**src/rtl/ps2_key_pkg.sv**
```systemverilog
// ps2_key_pkg
// Shared constants and types for the PS/2 set-2 key decoder.
//   - scan constants : prefix bytes, modifier keys, Enter
//   - char constants : character codes for whitespace/control keys
//   - kstate_t       : prefix-tracking FSM states
//   - is_ignored()   : keyboard status bytes that carry no key information
package ps2_key_pkg;

   localparam logic [7:0] SC_EXT    = 8'hE0;
   localparam logic [7:0] SC_BRK    = 8'hF0;
   localparam logic [7:0] SC_LSHIFT = 8'h12;
   localparam logic [7:0] SC_RSHIFT = 8'h59;
   localparam logic [7:0] SC_CAPS   = 8'h58;
   localparam logic [7:0] SC_ENTER  = 8'h5A;

   localparam logic [8:0] CH_SPACE = 9'h120;
   localparam logic [8:0] CH_ENTER = 9'h0C0;
   localparam logic [8:0] CH_BKSP  = 9'h108;
   localparam logic [8:0] CH_TAB   = 9'h109;

   typedef enum logic [1:0] {
      IDLE    = 2'd0,
      EXT     = 2'd1,
      BRK     = 2'd2,
      EXT_BRK = 2'd3
   } kstate_t;

   // BAT result, ACK, echo, resend and error bytes from the keyboard
   function automatic logic is_ignored(input logic [7:0] b);
      return (b == 8'hAA) || (b == 8'hFA) || (b == 8'hEE) ||
             (b == 8'hFE) || (b == 8'h00) || (b == 8'hFF);
   endfunction

endpackage

```
**src/rtl/ps2_scan_map.sv**
```systemverilog
// ps2_scan_map
// Combinational translation of one PS/2 set-2 make code into a character code.
// Ports:
//   scan  : received scan byte
//   ext   : byte was preceded by E0
//   upper : letters are produced in upper case
//   code  : character code, zero-extended to CODE_W
//   hit   : scan byte has a character mapping
module ps2_scan_map
   import ps2_key_pkg::*;
#(
   parameter int CODE_W = 9
) (
   input  logic [7:0]        scan,
   input  logic              ext,
   input  logic              upper,
   output logic [CODE_W-1:0] code,
   output logic              hit
);

   logic [4:0] letter;
   logic [8:0] c9;

   // Letters resolve to an alphabet index first so case is applied in one place;
   // upper-case codes sit 37 above their lower-case counterparts.
   always_comb begin
      letter = '0;
      c9     = '0;
      hit    = 1'b0;
      if (ext) begin
         if (scan == SC_ENTER) begin
            c9  = CH_ENTER;
            hit = 1'b1;
         end
      end else begin
         hit = 1'b1;
         case (scan)
            8'h1C: letter = 5'd1;   8'h32: letter = 5'd2;   8'h21: letter = 5'd3;
            8'h23: letter = 5'd4;   8'h24: letter = 5'd5;   8'h2B: letter = 5'd6;
            8'h34: letter = 5'd7;   8'h33: letter = 5'd8;   8'h43: letter = 5'd9;
            8'h3B: letter = 5'd10;  8'h42: letter = 5'd11;  8'h4B: letter = 5'd12;
            8'h3A: letter = 5'd13;  8'h31: letter = 5'd14;  8'h44: letter = 5'd15;
            8'h4D: letter = 5'd16;  8'h15: letter = 5'd17;  8'h2D: letter = 5'd18;
            8'h1B: letter = 5'd19;  8'h2C: letter = 5'd20;  8'h3C: letter = 5'd21;
            8'h2A: letter = 5'd22;  8'h1D: letter = 5'd23;  8'h22: letter = 5'd24;
            8'h35: letter = 5'd25;  8'h1A: letter = 5'd26;
            8'h45: c9 = 9'd64;      8'h16: c9 = 9'd65;      8'h1E: c9 = 9'd66;
            8'h26: c9 = 9'd67;      8'h25: c9 = 9'd68;      8'h2E: c9 = 9'd69;
            8'h36: c9 = 9'd70;      8'h3D: c9 = 9'd71;      8'h3E: c9 = 9'd72;
            8'h46: c9 = 9'd73;
            8'h0E: c9 = 9'd27;      8'h4E: c9 = 9'd28;      8'h55: c9 = 9'd29;
            8'h54: c9 = 9'd30;      8'h5B: c9 = 9'd31;      8'h5D: c9 = 9'd32;
            8'h4C: c9 = 9'd33;      8'h52: c9 = 9'd34;      8'h41: c9 = 9'd35;
            8'h49: c9 = 9'd36;      8'h4A: c9 = 9'd37;
            8'h29: c9 = CH_SPACE;
            8'h5A: c9 = CH_ENTER;
            8'h66: c9 = CH_BKSP;
            8'h0D: c9 = CH_TAB;
            default: hit = 1'b0;
         endcase
         if (letter != 5'd0) begin
            c9 = upper ? (9'(letter) + 9'd37) : 9'(letter);
         end
      end
   end

   assign code = CODE_W'(c9);

endmodule

```
**src/rtl/ps2_key_decoder.sv**
```systemverilog
// ps2_key_decoder
// Turns the raw PS/2 set-2 byte stream into character codes queued in a
// show-ahead FIFO. Tracks E0/F0 prefixes, Shift and Caps Lock.
// Build option: KEY_REPEAT_FILTER_EN drops typematic repeats of the held key.
// Ports:
//   clk, rst_n          : clock, asynchronous active-low reset
//   scan_valid/scan_code: one-cycle strobe with received byte
//   code_valid/code_ready/code_data : FIFO head handshake
//   fifo_count          : FIFO occupancy
//   caps_lock           : Caps Lock latch (keyboard LED)
//   shift_held          : either Shift key is down
//   overflow/clr_overflow : sticky drop flag and its clear
module ps2_key_decoder
   import ps2_key_pkg::*;
#(
   parameter int CODE_W     = 9,
   parameter int FIFO_DEPTH = 8
) (
   input  logic                          clk,
   input  logic                          rst_n,
   input  logic                          scan_valid,
   input  logic [7:0]                    scan_code,
   output logic                          code_valid,
   input  logic                          code_ready,
   output logic [CODE_W-1:0]             code_data,
   output logic [$clog2(FIFO_DEPTH):0]   fifo_count,
   output logic                          caps_lock,
   output logic                          shift_held,
   output logic                          overflow,
   input  logic                          clr_overflow
);

   localparam int AW = $clog2(FIFO_DEPTH);
   localparam int CW = AW + 1;

   kstate_t state, state_nxt;

   logic shift_l, shift_r;
   logic ext_cur, in_make, prefix, ignored, key_byte, make_key, brk_key;
   logic is_lshift, is_rshift, is_caps, is_repeat;
   logic map_hit;
   logic [CODE_W-1:0] map_code;
   logic push_req, caps_tgl, set_l, clr_l, set_r, clr_r;

   logic [CODE_W-1:0] mem [FIFO_DEPTH];
   logic [AW-1:0] rd_ptr, wr_ptr;
   logic [CW-1:0] count;
   logic full, pop, do_push;

   assign ext_cur   = (state == EXT) || (state == EXT_BRK);
   assign in_make   = (state == IDLE) || (state == EXT);
   assign prefix    = (scan_code == SC_EXT) || (scan_code == SC_BRK);
   assign ignored   = (state == IDLE) && is_ignored(scan_code);
   assign key_byte  = scan_valid && !prefix && !ignored;
   assign make_key  = key_byte && in_make;
   assign brk_key   = key_byte && !in_make;
   assign is_lshift = !ext_cur && (scan_code == SC_LSHIFT);
   assign is_rshift = !ext_cur && (scan_code == SC_RSHIFT);
   assign is_caps   = !ext_cur && (scan_code == SC_CAPS);

   // Case comes from the latches as they stood before this byte
   ps2_scan_map #(.CODE_W(CODE_W)) u_map (
      .scan  (scan_code),
      .ext   (ext_cur),
      .upper (shift_held ^ caps_lock),
      .code  (map_code),
      .hit   (map_hit)
   );

   // Prefix FSM state register
   always_ff @(posedge clk or negedge rst_n) begin
      if (!rst_n) state <= IDLE;
      else        state <= state_nxt;
   end

   // E0 always moves to EXT; F0 adds the break qualifier; any key byte ends the sequence
   always_comb begin
      state_nxt = state;
      if (scan_valid) begin
         if (scan_code == SC_EXT) begin
            state_nxt = EXT;
         end else if (scan_code == SC_BRK) begin
            if (state == IDLE)     state_nxt = BRK;
            else if (state == EXT) state_nxt = EXT_BRK;
         end else if (!ignored) begin
            state_nxt = IDLE;
         end
      end
   end

   // Key actions for the current byte; modifiers update latches and never push
   always_comb begin
      set_l    = make_key && is_lshift;
      set_r    = make_key && is_rshift;
      clr_l    = brk_key && is_lshift;
      clr_r    = brk_key && is_rshift;
      caps_tgl = make_key && is_caps && !is_repeat;
      push_req = make_key && map_hit && !is_repeat &&
                 !is_lshift && !is_rshift && !is_caps;
   end

`ifdef KEY_REPEAT_FILTER_EN
   logic [8:0] held_key;
   logic       held;

   assign is_repeat = held && (held_key == {ext_cur, scan_code});

   // Caps Lock is captured here too so that its typematic repeats cannot re-toggle
   always_ff @(posedge clk or negedge rst_n) begin
      if (!rst_n) begin
         held_key <= '0;
         held     <= 1'b0;
      end else if (make_key && !is_lshift && !is_rshift) begin
         held_key <= {ext_cur, scan_code};
         held     <= 1'b1;
      end else if (brk_key && is_repeat) begin
         held     <= 1'b0;
      end
   end
`else
   assign is_repeat = 1'b0;
`endif

   // Modifier latches and the sticky overflow flag (clear wins over set)
   always_ff @(posedge clk or negedge rst_n) begin
      if (!rst_n) begin
         shift_l   <= 1'b0;
         shift_r   <= 1'b0;
         caps_lock <= 1'b0;
         overflow  <= 1'b0;
      end else begin
         if (set_l)      shift_l <= 1'b1;
         else if (clr_l) shift_l <= 1'b0;
         if (set_r)      shift_r <= 1'b1;
         else if (clr_r) shift_r <= 1'b0;
         if (caps_tgl)   caps_lock <= ~caps_lock;
         if (clr_overflow)                       overflow <= 1'b0;
         else if (push_req && full && !pop)      overflow <= 1'b1;
      end
   end

   assign shift_held = shift_l | shift_r;

   assign full       = (count == CW'(FIFO_DEPTH));
   assign code_valid = (count != '0);
   assign pop        = code_valid && code_ready;
   assign do_push    = push_req && (!full || pop);
   assign fifo_count = count;
   assign code_data  = code_valid ? mem[rd_ptr] : '0;

   // FIFO pointers and occupancy; a pop frees the slot for a same-cycle push
   always_ff @(posedge clk or negedge rst_n) begin
      if (!rst_n) begin
         rd_ptr <= '0;
         wr_ptr <= '0;
         count  <= '0;
      end else begin
         if (do_push) wr_ptr <= wr_ptr + AW'(1);
         if (pop)     rd_ptr <= rd_ptr + AW'(1);
         count <= count + CW'(do_push) - CW'(pop);
      end
   end

   // Storage is not reset; the head is masked while the FIFO is empty
   always_ff @(posedge clk) begin
      if (do_push) mem[wr_ptr] <= map_code;
   end

endmodule

```
**config.mk**
```make
export PLATFORM = sky130hd
export DESIGN_NAME = ps2_key_decoder
export DESIGN_NICKNAME = d
export VERILOG_FILES = /design/src/rtl/ps2_key_pkg.sv /design/src/rtl/ps2_scan_map.sv /design/src/rtl/ps2_key_decoder.sv
export SDC_FILE = /design/constraint.sdc
export NUM_CORES = 1
export LEC_CHECK = 0
export ABC_CLOCK_PERIOD_IN_PS = 8500
export BUFFER_PORTS_ARGS = -buffer_cell sky130_fd_sc_hd__buf_2
export CORE_ASPECT_RATIO = 0.8
export CORE_MARGIN = 1
export CORE_UTILIZATION = 55
export DETAILED_ROUTE_END_ITERATION = 6
export HOLD_SLACK_MARGIN = 0.08
export PLACE_DENSITY = 0.74
export SLEW_MARGIN = 20
export SYNTH_ARGS = -nofsm -noshare
export SYNTH_HDL_FRONTEND = slang
export SYNTH_SLANG_ARGS = --single-unit
```
**constraint.sdc**
```tcl
create_clock -name clk -period 8.5 [get_ports clk]
set_clock_uncertainty 0.2 [all_clocks]
set_input_delay 2.55 -clock clk [delete_from_list [all_inputs] [get_ports clk]]
set_output_delay 2.55 -clock clk [all_outputs]
set_load 0.02 [all_outputs]
```
Word-level counts from Yosys, hierarchy flattened --
Memory sizes are Yosys's and may differ from the RTL's. Cells that the tools add are included.
Storage, ports and cells: flip-flop bits (word level) 16, bits in writable memories 72, input port bits 13, output and inout port bits 17, word-level logic and storage cells 155, memories kept 1
Cells by class: add/sub/neg operators 5, equal/unequal tests 66, multiplexer cells 24, bitwise operators 3, reductions and logical operators 48
Memory list:
- mem | depth 8, width 9, rd ports 1, clocked after Yosys merged registers in 0, wr ports 1, RTL line ps2_key_decoder.sv:45 | logic [CODE_W-1:0] mem [FIFO_DEPTH];
Operators by type and width (number):
- one-hot mux 9 bit (25 select lines) | 1
- == test 8 x 6 -> 1 bit (second input constant) | 23
- == test 8 x 7 -> 1 bit (second input constant) | 21
- one-hot mux 5 bit (26 select lines) | 1
- == test 8 x 5 -> 1 bit (second input constant) | 8
- == test 8 bit (second input constant) | 7
- OR reduction 51 bit | 1
- two-way mux 9 bit | 4
- logical AND 1 bit | 21
- == test 8 x 4 -> 1 bit (second input constant) | 2
- two-way mux 1 bit | 11
- two-way mux 2 bit | 5
- zero test 1 bit | 9
- logical OR 1 bit | 9
- zero test 8 bit | 1
- two-way mux 8 bit | 1
- adder 5 x 6 -> 7 bit (second input constant) | 1
- adder 3 x 1 -> 3 bit (second input constant) | 2
- nonzero test 2 bit | 3
- two-way mux 5 bit | 1
- nonzero test 5 bit | 1
- adder 4 x 1 -> 4 bit | 1
- == test 4 bit (second input constant) | 1
- != test 4 bit (second input constant) | 1
- 10 further kinds | 10

Longest topological paths before layout --
Gate-level depths: netlist of the first run.
word-level depth 18, mapped depth 14, mapped depth without buffers 11

By module --
Synthesis of the first run repeated with hierarchy kept, for this count alone.
Second synthesis, totals: cell total of the unflattened synthesis 429, area, all modules 5191.2 um^2
By module, submodules not included:
- ps2_key_decoder | instances 1, cells an instance 217, area each 3778.6 um^2, seq. area each 2562.5 um^2
- ps2_scan_map | instances 1, cells an instance 212, area each 1412.6 um^2, seq. area each 0.0 um^2

Least setup slack after synthesis of the first run --
Ideal clock, no wire load.
path kind input port to flip-flop, start point in scan_code[3], end point mem mem[0][0], enable pin, arrival time 4949 ps, path slack 2952 ps, stages 9, buffers on the path 2, cell sequence buf_4 > buf_4 > and4_1 > o21ai_2 > o21ai_1 > o31a_1 > nor4b_4 > nand2_4 > nor4_1
Between the ends: longest elaborated chain between the ends 17, elaborated cells between the ends (all ways) 91, those cells by class eq/ne (61); mux (5); reduce/logical (25)
RTL lines:
- from (decl) | RTL line ps2_key_decoder.sv:22 | input logic [7:0] scan_code,
- branches (longest 13 deep; another with OR reduction 51 bit)
- logical AND 1 bit * | RTL line ps2_key_decoder.sv:99 | !is_lshift && !is_rshift && !is_caps;
- logical AND 1 bit * | RTL line ps2_key_decoder.sv:147 | assign do_push = push_req && (!full || pop);
- two-way mux 1 bit * | RTL line ps2_key_decoder.sv:166 | if (do_push) mem[wr_ptr] <= map_code;
- two-way mux 1 bit (not written as such) * | RTL line ps2_key_decoder.sv:166
- to (decl) | RTL line ps2_key_decoder.sv:45
Every way passes the cells marked *.

Worst setup path after layout of the first run --
start point in scan_code[6], end point mem mem[6][2], data pin
Between the ends: longest elaborated chain between the ends 7, elaborated cells between the ends (all ways) 59, those cells by class add/sub (1); eq/ne (51); mux (6); reduce/logical (1)
RTL lines:
- == test 8 x 5 -> 1 bit, or another cell as far along | RTL line ps2_scan_map.sv:37 | case (scan)
- one-hot mux 5 bit (26 select lines) | RTL line ps2_scan_map.sv:37
- two-way mux 5 bit | RTL line ps2_scan_map.sv:30 | if (ext) begin
- adder 5 x 6 -> 7 bit | RTL line ps2_scan_map.sv:62 | c9 = upper ? (9'(letter) + 9'd37) : 9'(letter);
- two-way mux 9 bit | RTL line ps2_scan_map.sv:62
- two-way mux 9 bit * | RTL line ps2_scan_map.sv:61 | if (letter != 5'd0) begin
- two-way mux 9 bit * | RTL line ps2_scan_map.sv:30
- net map_code[2] | RTL line ps2_key_decoder.sv:42 | logic [CODE_W-1:0] map_code;
The timed path passes the listed nets; every way through them passes the cells marked *. The select of a mux whose other input is x is not followed.

==> results of run 1 <==
-- worst paths after layout --
| path | start | endpoint | slack [ns] | cells past startpoint |
|---|---|---|---|---|
| min in group asynchronous | rst_n | fifo_count[3] | 1.92 | 1 |
| min | shift_l | shift_l | 0.31 | 1 |
| max reg2reg | state[0] | mem[2][3] | 5.40 | 5 |
| max in group asynchronous | rst_n | rd_ptr[0] | 5.90 | 1 |
| max | scan_code[6] | mem[6][2] | 2.43 | 9 |
| min reg2reg | shift_l | shift_l | 0.31 | 1 |
-- area by class of cell --
cell class | count | area share (%)
Tap cell | 115 | 2.524
Clock inverter | 7 | 2.611
Clock buffer | 9 | 3.950
Inverter | 17 | 1.119
Sequential cell | 88 | 44.94
Timing Repair Buffer | 36 | 3.467
Multi-Input combinational cell | 292 | 41.39
-- report_power, final --
group / internal (mW) / switching [mW]
Combinational: 0.218 / 0.264
Sequential: 0.511 / 0.0719
Clock: 0.321 / 0.165
Total: 1.05 / 0.500
-- stage by stage --
stage	area (µm²)	setup slack, ns	hold slack (ns)	power (mW)
finish	5702	2.433	0.3142	1.550
global route	5702	2.194	0.3266	1.624
CTS	5702	2.581	0.3154	1.562
detailed placement	5328	2.313	0.3008	1.069
global placement	5323	2.197	0.2887	1.049
floorplan	5187	2.952	0.2815	0.9384
-- cell families after synthesis --
family | Yosys count | share of synthesized area [%]
buf+inv | 51 | 5.451
compound gates | 75 | 9.552
mux | 32 | 10.68
flops | 88 | 49.40
xor+xnor | 15 | 2.533
fa+ha+maj | 10 | 2.557
simple gates | 160 | 19.83
-- sequential cells by signal, indices dropped and copies added (netlist names), 2 cells and up --
signal	flops
rd_ptr	3
wr_ptr	3
fifo_count	4
state	2
mem	72
-- cell usage in the layout (no fill, tap or decap), types with 4 or more instances in the layout --
| master | Yosys | routed |
|---|---|---|
| edfxtp_1 | 72 | 72 |
| nand2_1 | 29 | 29 |
| buf_2 | 10 | 29 |
| nor2_1 | 24 | 24 |
| a21oi_1 | 21 | 21 |
| nand3_1 | 19 | 19 |
| mux4_2 | 18 | 18 |
| inv_1 | 17 | 17 |
| dfrtp_1 | 16 | 16 |
| o21ai_0 | 10 | 10 |
| nor3_1 | 11 | 10 |
| mux2i_1 | 10 | 10 |
| xnor2_1 | 9 | 9 |
| ha_1 | 9 | 9 |
| clkbuf_16 | 0 | 9 |
| nor4b_2 | 8 | 8 |
| nor2b_1 | 7 | 7 |
| nand4_1 | 7 | 7 |
| buf_4 | 5 | 7 |
| o21ai_1 | 6 | 6 |
| nand2b_1 | 6 | 6 |
| o22ai_1 | 6 | 6 |
| xor2_1 | 6 | 6 |
| o211ai_1 | 6 | 6 |
| and3_1 | 5 | 5 |
| nand3b_1 | 5 | 5 |
| nor4_1 | 6 | 4 |
| nor3b_1 | 4 | 4 |
| a211oi_1 | 4 | 4 |
| bufinv_16 | 0 | 4 |
-- layer usage --
layer	part of all wire, %	up-vias	global-route usage, %
li1	-	1672	-
met1	43	1807	34.50
met2	47	180	40.26
met3	7.9	17	5.205
met4	1.3	0	7.394
met5	0	-	0
-- critical path: cells and delay by family --
| family | cells | cell delay, ns |
|---|---|---|
| AO/OA/AOI/OAI | 3 | 1.37 |
| adder cells (fa/ha/maj) | 1 | 0.23 |
| buffers and inverters | 1 | 0.31 |
| AND/OR/NAND/NOR | 4 | 1.38 |
==> flow_metrics.py, run 1 <==
metrics = {
    "worst_setup_path": {
        "critical_path_required_ns": 8.28,
        "cpPeakStageDelay_ns": 0.89,
        "critical_path_arrival_ns": 5.85,
        "crit_chain": "buf_2, nor4b_2, a22oi_1, o211ai_1, nor2_1, ha_1, nand4_1, nor3_1, a211oi_1",
        "path_max_fanout": 21,
        "cp_slowest_cell": "a211oi_1",
        "endpoint_kind": "flip-flop",
        "cp-start-kind": "primary input",
        "crit_type": "primary input to flip-flop",
    },
    "floorplanning": {
        "core-area_um2": 9115,
        "start_util_pct": 56.91,
        "die_x_um": 110.6,
        "die_area_um2": 9827,
        "pin_count": 30,
        "die_h_um": 88.87,
        "num_rows": 31,
    },
    "power_and_ir_drop": {
        "p_leak_nw": 2.071,
        "peakVddDrop_v": 0.0002524,
        "p_per_area_nw_per_um2": 271.8,
    },
    "route": {
        "ant_nets": 0,
        "vias_per_cell": 6.518,
        "num_vias": 3676,
        "routed_wl_um": 11920,
        "first_iter_violations": 436,
        "wl_per_cell_um": 21.13,
        "first_pass_iters": 5,
        "drc": 0,
    },
    "outcome": {
        "status": "completed",
    },
    "logic_synthesis": {
        "avgSynthCellArea_um2": 12.04,
        "synth_edf_count": 72,
        "post-synth-top-count-cell": "edfxtp_1",
        "ys_ff_latch": 88,
        "synthTopCellsByCount": "edfxtp_1 (72), nand2_1 (29), nor2_1 (24)",
        "synthArstFlopShare_pct": 18.18,
        "yosysUniqueCellTypes": 75,
        "synth.yosys.seq_area_share_pct": 49.40,
        "synth_flop_cell": "edfxtp_1",
        "synthTopCellsByArea": "edfxtp_1 (42%), mux4_2 (7.8%), dfrtp_1 (7.7%)",
        "synth_fp_nets": 454,
        "yosys.area.top_type": "edfxtp_1",
        "yosysWarnings": 0,
        "synth_area_um2": 5187,
        "synth_top_area_share_pct": 41.68,
        "synthCells": 431,
    },
    "sta": {
        "fin_setup_tns_ns": 0,
        "relSlewSlack_pct": 28.40,
        "setup-violations-final": 0,
        "fmax_mhz": 164.8,
        "drv_slew": 0,
        "tightest_slew_ns": 1.068,
        "hold_viol": 0,
        "min_period_over_period_pct": 71.38,
        "fin_crit_ns": 6.067,
        "rsz0062_at_grt": "false",
    },
    "cells_and_area": {
        "regArea_um2": 2562,
        "n_fill_cell": 674,
        "fin_util_pct": 62.55,
        "layout.nets": 467,
        "area_growth_pct": 9.913,
        "finalNonFillerCells": 564,
        "antenna_cells": 0,
        "multi_input_area_um2": 2360,
        "drive_above_1_share_pct": 22.49,
    },
    "cts": {
        "insertion_delay_ns": 0.33,
        "clkSinkCount": 88,
        "cts_setup_buffers": 0,
        "clock_path_buffers": 2,
        "cts.repair.resized": 0,
        "htreeDepth": 3,
        "cts_made_buffers": 9,
        "cts-root-buf": "clkbuf_16",
        "cts_hold_buffers": 0,
        "cts_tree": "yes",
        "clkTransAtPathRegs_ns": 0.07,
    },
    "global_route": {
        "grt_pass1_wl_um": 18610,
        "antenna_found_initial": 0,
        "grt.total_usage_pct": 24.93,
        "grt_pass1_vias": 3408,
        "grt_max_degree": 36,
        "overflow": 0,
    },
    "place": {
        "gp_congestion": 0.9701,
        "place_inst": 548,
        "io_buffer_count": 29,
        "dp_hpwl_um": 7848,
    },
    "hold_path": {
        "hold_class": "flip-flop to flip-flop",
    },
    "run": {
        "drv_cap": 0,
    },
}
(Power assumes the default switching activity.)
==> run 2: changes to the inputs <==
- ABC_CLOCK_PERIOD_IN_PS: 8500 -> 5400
- PLACE_DENSITY: 0.74 -> 0.77
- clock period: 8.5 -> 5.4 ns (I/O delays scaled with it)
==> run 2 against run 1 <==
Against the previous run: sequential power increased by 61%; final cell count increased by 2.0%; core utilization decreased by 0.26 points; sequential share of layout area increased by 0.19 points; via count increased by 2.9%; register-to-register slack got worse by 3.1 ns; design area decreased by 0.42%; total power increased by 46%; hold slack got worse by 0.0090 ns; critical path depth decreased by 1; setup slack got worse by 1.9 ns; combinational power increased by 57%.
==> flow_metrics.py, run 2 (synthesis results as in run 1) <==
metrics = {
    "outcome": {
        "status": "completed",
    },
    "cts": {
        "clkSinkCount": 88,
        "cts_tree": "yes",
        "htreeDepth": 3,
        "clock_path_buffers": 2,
        "insertion_delay_ns": 0.33,
        "cts_hold_buffers": 0,
        "cts.repair.resized": 0,
        "cts_made_buffers": 9,
        "cts_setup_buffers": 0,
        "clkTransAtPathRegs_ns": 0.06,
        "cts-root-buf": "clkbuf_16",
    },
    "worst_setup_path": {
        "critical_path_arrival_ns": 4.77,
        "critical_path_required_ns": 5.26,
        "cp-start-kind": "primary input",
        "cp.depth": 8,
        "cpPeakStageDelay_ns": 0.52,
        "reg2reg_setup_slack_ns": 2.31,
        "endpoint_kind": "flip-flop",
        "r2r_end": "mem[3][3]",
        "crit_chain": "buf_2, and4b_1, a211o_1, a311oi_2, ha_1, nand4_1, or3_1, a21oi_1",
        "ff2ff_path_depth": 6,
        "r2r_start": "state[0]",
        "path_delay_family": "simple AND/OR/NAND/NOR gates",
        "cp.buffers_inverters": 1,
        "crit_type": "primary input to flip-flop",
        "path_max_fanout": 29,
        "cp_slowest_cell": "or3_1",
    },
    "cells_and_area": {
        "regArea_um2": 2562,
        "final_common_cell": "edfxtp_1",
        "antenna_cells": 0,
        "layout.nets": 478,
        "largest_reg_flops": 72,
        "area_growth_pct": 9.455,
        "drive_above_1_share_pct": 23.70,
        "final_cell_mix": "edfxtp_1 (72), nand2_1 (29), buf_2 (29)",
        "multi_input_area_um2": 2355,
        "n_fill_cell": 676,
        "top_register": "mem",
    },
    "global_route": {
        "grt_util_met3_pct": 6.370,
        "overflow": 0,
        "use_met1_pct": 37.35,
        "grt_busiest_layer": "met2",
        "grt.total_usage_pct": 27.12,
        "grt_max_degree": 32,
        "antenna_found_initial": 0,
        "grt_pass1_wl_um": 19950,
        "met2_usage_pct": 44.27,
        "grt_pass1_vias": 3646,
    },
    "power_and_ir_drop": {
        "sequentialPowerShare_pct": 41.5,
        "p_int_mw": 1.465,
        "p_clk_share_pct": 25.2,
        "peakVddDrop_v": 0.0003602,
        "p_leak_nw": 2.069,
        "p_comb_share_pct": 33.4,
        "p_per_area_nw_per_um2": 398.3,
        "p_sw_share_pct": 35.20,
        "p_switching_mw": 0.7959,
    },
    "sta": {
        "fin_hold_ws_ns": 0.3052,
        "hold_viol": 0,
        "fmax_mhz": 203.8,
        "tightest_slew_ns": 0.9145,
        "rsz0062_at_grt": "false",
        "fin_crit_ns": 4.908,
        "setup-violations-final": 0,
        "fin_setup_tns_ns": 0,
        "relSlewSlack_pct": 39.03,
        "min_period_over_period_pct": 90.88,
        "fin_ws_ns": 0.4924,
        "drv_slew": 0,
    },
    "route": {
        "routed_wl_um": 12720,
        "wl_per_cell_um": 22.11,
        "num_vias": 3782,
        "ant_nets": 0,
        "first_pass_iters": 5,
        "first_iter_violations": 421,
        "vias_per_cell": 6.577,
        "drc": 0,
    },
    "run": {
        "drv_cap": 0,
    },
    "floorplanning": {
        "start_util_pct": 56.91,
        "die_x_um": 110.6,
        "die_area_um2": 9827,
        "pin_count": 30,
        "num_rows": 31,
        "die_h_um": 88.87,
        "core-area_um2": 9115,
    },
    "hold_path": {
        "hold_class": "flip-flop to flip-flop",
        "holdPathEnd": "overflow",
        "min_path_cells": 1,
        "min-delay-start": "overflow",
    },
    "place": {
        "dp_worst_setup_slack_ns": 0.2524,
        "io_buffer_count": 29,
        "dp_hpwl_um": 8611,
        "gp_congestion": 1.008,
    },
}
-- run 2: area by class of cell --
| type | count | share of cell area [%] |
|---|---|---|
| flip-flops and latches | 88 | 45.13 |
| inverters | 17 | 1.124 |
| repair buffers | 47 | 4.936 |
| multi-input cells | 292 | 41.47 |
| clock inverters | 6 | 0.7713 |
| well taps | 115 | 2.534 |
| clock buffers | 10 | 4.033 |
-- run 2: how the worst max path moves through the flow --
| stage | end | start | slack [ns] |
|---|---|---|---|
| after floorplan | mem[0][0] | scan_code[3] | 0.78 |
| after global placement | mem[6][1] | scan_code[1] | 0.39 |
| after detailed placement | mem[6][1] | scan_code[1] | 0.25 |
| after CTS | mem[2][1] | scan_code[1] | 0.62 |
| after global routing | mem[2][1] | scan_code[1] | 0.37 |
| final | mem[4][1] | scan_code[1] | 0.49 |
-- run 2: routing by layer --
layer | routed length [µm] | vias to the layer above
li1 | - | 1690
met1 | 5423 | 1855
met2 | 5863 | 216
met3 | 1231 | 21
met4 | 197 | 0
met5 | 0 | -
-- run 2: stage by stage --
stage | utilization (%) | instance area, µm² | total power [mW] | instances
after floorplan | - | 5187 | 1.477 | 431
after global routing | 62.29 | 5678 | 2.378 | 575
after detailed placement | 59.30 | 5405 | 1.704 | 559
after CTS | 62.29 | 5678 | 2.279 | 575
after global placement | 59.30 | 5405 | 1.665 | 559
final | 62.29 | 5678 | 2.261 | 575
-- run 2: worst register-to-register path, stage by stage, from the launching register on --
cell and delay, ns:
dfrtp_1 0.69, nand4_1 0.30, o31a_1 0.23, nor4b_4 0.38
nand2_4 0.17, nor3_1 0.53, buf_4 0.30
-- run 2: power groups by stage --
stage          registers (mW)  clock network (mW)  logic (mW)
4_1_cts                 0.938               0.581       0.760
5_1_grt                 0.949               0.605       0.824
2_1_floorplan           0.876                   0       0.601
3_5_place_dp            0.953                   0       0.751
3_3_place_gp            0.944                   0       0.721
6_report                0.937               0.570       0.754
==> run 3: changes to the inputs <==
- CORE_ASPECT_RATIO: 0.8 -> unset
==> run 3 against run 2 <==
Against the previous run: die area about the same; via count fell by 2.7%; setup slack improved by 0.18 ns; largest power group unchanged; highest routed layer unchanged.
==> flow_metrics.py, run 3 (synthesis results as in run 1) <==
metrics = {
    "cts": {
        "cts_made_buffers": 9,
        "clock_path_buffers": 2,
        "cts-root-buf": "clkbuf_8",
        "cts_setup_buffers": 0,
        "htreeDepth": 3,
        "cts_hold_buffers": 0,
        "cts_tree": "yes",
        "insertion_delay_ns": 0.36,
        "cts.repair.resized": 0,
        "clkTransAtPathRegs_ns": 0.09,
        "clkSinkCount": 88,
    },
    "sta": {
        "rsz0062_at_grt": "false",
        "fin_setup_tns_ns": 0,
        "relSlewSlack_pct": 41.83,
        "min_period_over_period_pct": 87.50,
        "hold_viol": 0,
        "drv_slew": 0,
        "fin_crit_ns": 4.725,
        "fmax_mhz": 211.6,
        "fin_hold_ws_ns": 0.3207,
        "setup-violations-final": 0,
        "tightest_slew_ns": 0.8726,
    },
    "cells_and_area": {
        "layout.nets": 480,
        "top_register": "mem",
        "n_fill_cell": 735,
        "multi_input_area_um2": 2355,
        "area_growth_pct": 8.297,
        "antenna_cells": 0,
        "drive_above_1_share_pct": 24.46,
        "regArea_um2": 2562,
        "largest_reg_flops": 72,
        "final_common_cell": "edfxtp_1",
        "final_cell_mix": "edfxtp_1 (72), nand2_1 (29), buf_2 (29)",
    },
    "route": {
        "drc": 0,
        "num_vias": 3679,
        "routed_wl_um": 11640,
        "wl_per_cell_um": 20.32,
        "first_iter_violations": 255,
        "vias_per_cell": 6.421,
        "first_pass_iters": 7,
        "ant_nets": 0,
    },
    "worst_setup_path": {
        "crit_type": "primary input to flip-flop",
        "cp-start-kind": "primary input",
        "r2r_end": "fifo_count[3]",
        "path_max_fanout": 29,
        "ff2ff_path_depth": 10,
        "r2r_start": "state[0]",
        "reg2reg_setup_slack_ns": 2.40,
        "critical_path_required_ns": 5.28,
        "critical_path_arrival_ns": 4.61,
        "endpoint_kind": "flip-flop",
    },
    "hold_path": {
        "min_path_cells": 1,
        "holdPathEnd": "shift_r",
        "hold_class": "flip-flop to flip-flop",
        "min-delay-start": "shift_r",
    },
    "outcome": {
        "status": "completed",
    },
    "global_route": {
        "grt_pass1_wl_um": 18750,
        "grt.total_usage_pct": 25.49,
        "grt_max_degree": 32,
        "grt_pass1_vias": 3512,
        "overflow": 0,
        "antenna_found_initial": 0,
    },
    "power_and_ir_drop": {
        "p_leak_nw": 2.060,
        "peakVddDrop_v": 0.0002816,
        "p_per_area_nw_per_um2": 378.7,
    },
    "place": {
        "gp_congestion": 0.9832,
        "io_buffer_count": 29,
        "dp_hpwl_um": 7783,
    },
    "run": {
        "drv_cap": 0,
    },
    "floorplanning": {
        "core-area_um2": 9196,
        "start_util_pct": 56.41,
        "num_rows": 35,
        "die_h_um": 99.12,
        "pin_count": 30,
        "die_x_um": 99.12,
        "die_area_um2": 9824,
    },
}
run 3: worst max-delay path: stages:
cell      delay, ns
buf_2          0.40
and4b_1        0.32
a211o_1        0.29
a311oi_2       0.38
ha_1           0.24
nand4_1        0.35
or3_1          0.51
a21oi_1        0.49
run 3: stage by stage:
stage               area (µm²)  utilization, %  total power [mW]  setup WS, ns  instances
detailed placement        5415           58.88             1.684        0.3738        557
finish                    5618           61.09             2.128        0.6751        573
global placement          5415           58.88             1.656        0.5784        557
global route              5618           61.09             2.242        0.4942        573
floorplan                 5187               -             1.477        0.7818        431
CTS                       5618           61.09             2.147        0.7595        573
run 3: worst max-delay path by stage:
| stage | from | end | slack (ns) | depth (start not counted) |
|---|---|---|---|---|
| global placement | scan_code[1] | mem[6][1] | 0.58 | 8 |
| CTS | scan_code[1] | mem[6][1] | 0.76 | 8 |
| detailed placement | scan_code[1] | mem[7][1] | 0.37 | 8 |
| floorplan | scan_code[3] | mem[0][0] | 0.78 | 9 |
| finish | scan_code[1] | mem[3][1] | 0.68 | 8 |
| global route | scan_code[1] | mem[3][1] | 0.49 | 9 |
run 3: metal layers:
| layer | vias up | track usage, % | routed length [µm] |
|---|---|---|---|
| li1 | 1687 | - | - |
| met1 | 1809 | 35.70 | 5045 |
| met4 | 0 | 9.615 | 259 |
| met3 | 23 | 5.341 | 829 |
| met5 | - | 0 | 0 |
| met2 | 160 | 39.54 | 5508 |
run 3: final cells by class:
type | instances | area share, %
repair buffers | 49 | 5.256
flip-flops and latches | 88 | 45.61
clock buffers | 9 | 2.205
multi-input cells | 292 | 41.92
well taps | 111 | 2.472
clock inverters | 7 | 1.403
inverters | 17 | 1.136
run 3: where the power goes:
group	leakage, nW	switching [mW]	total, mW	internal, mW
clock	0.104	0.244	0.463	0.219
combinational	1.08	0.402	0.749	0.347
sequential	0.880	0.113	0.916	0.802
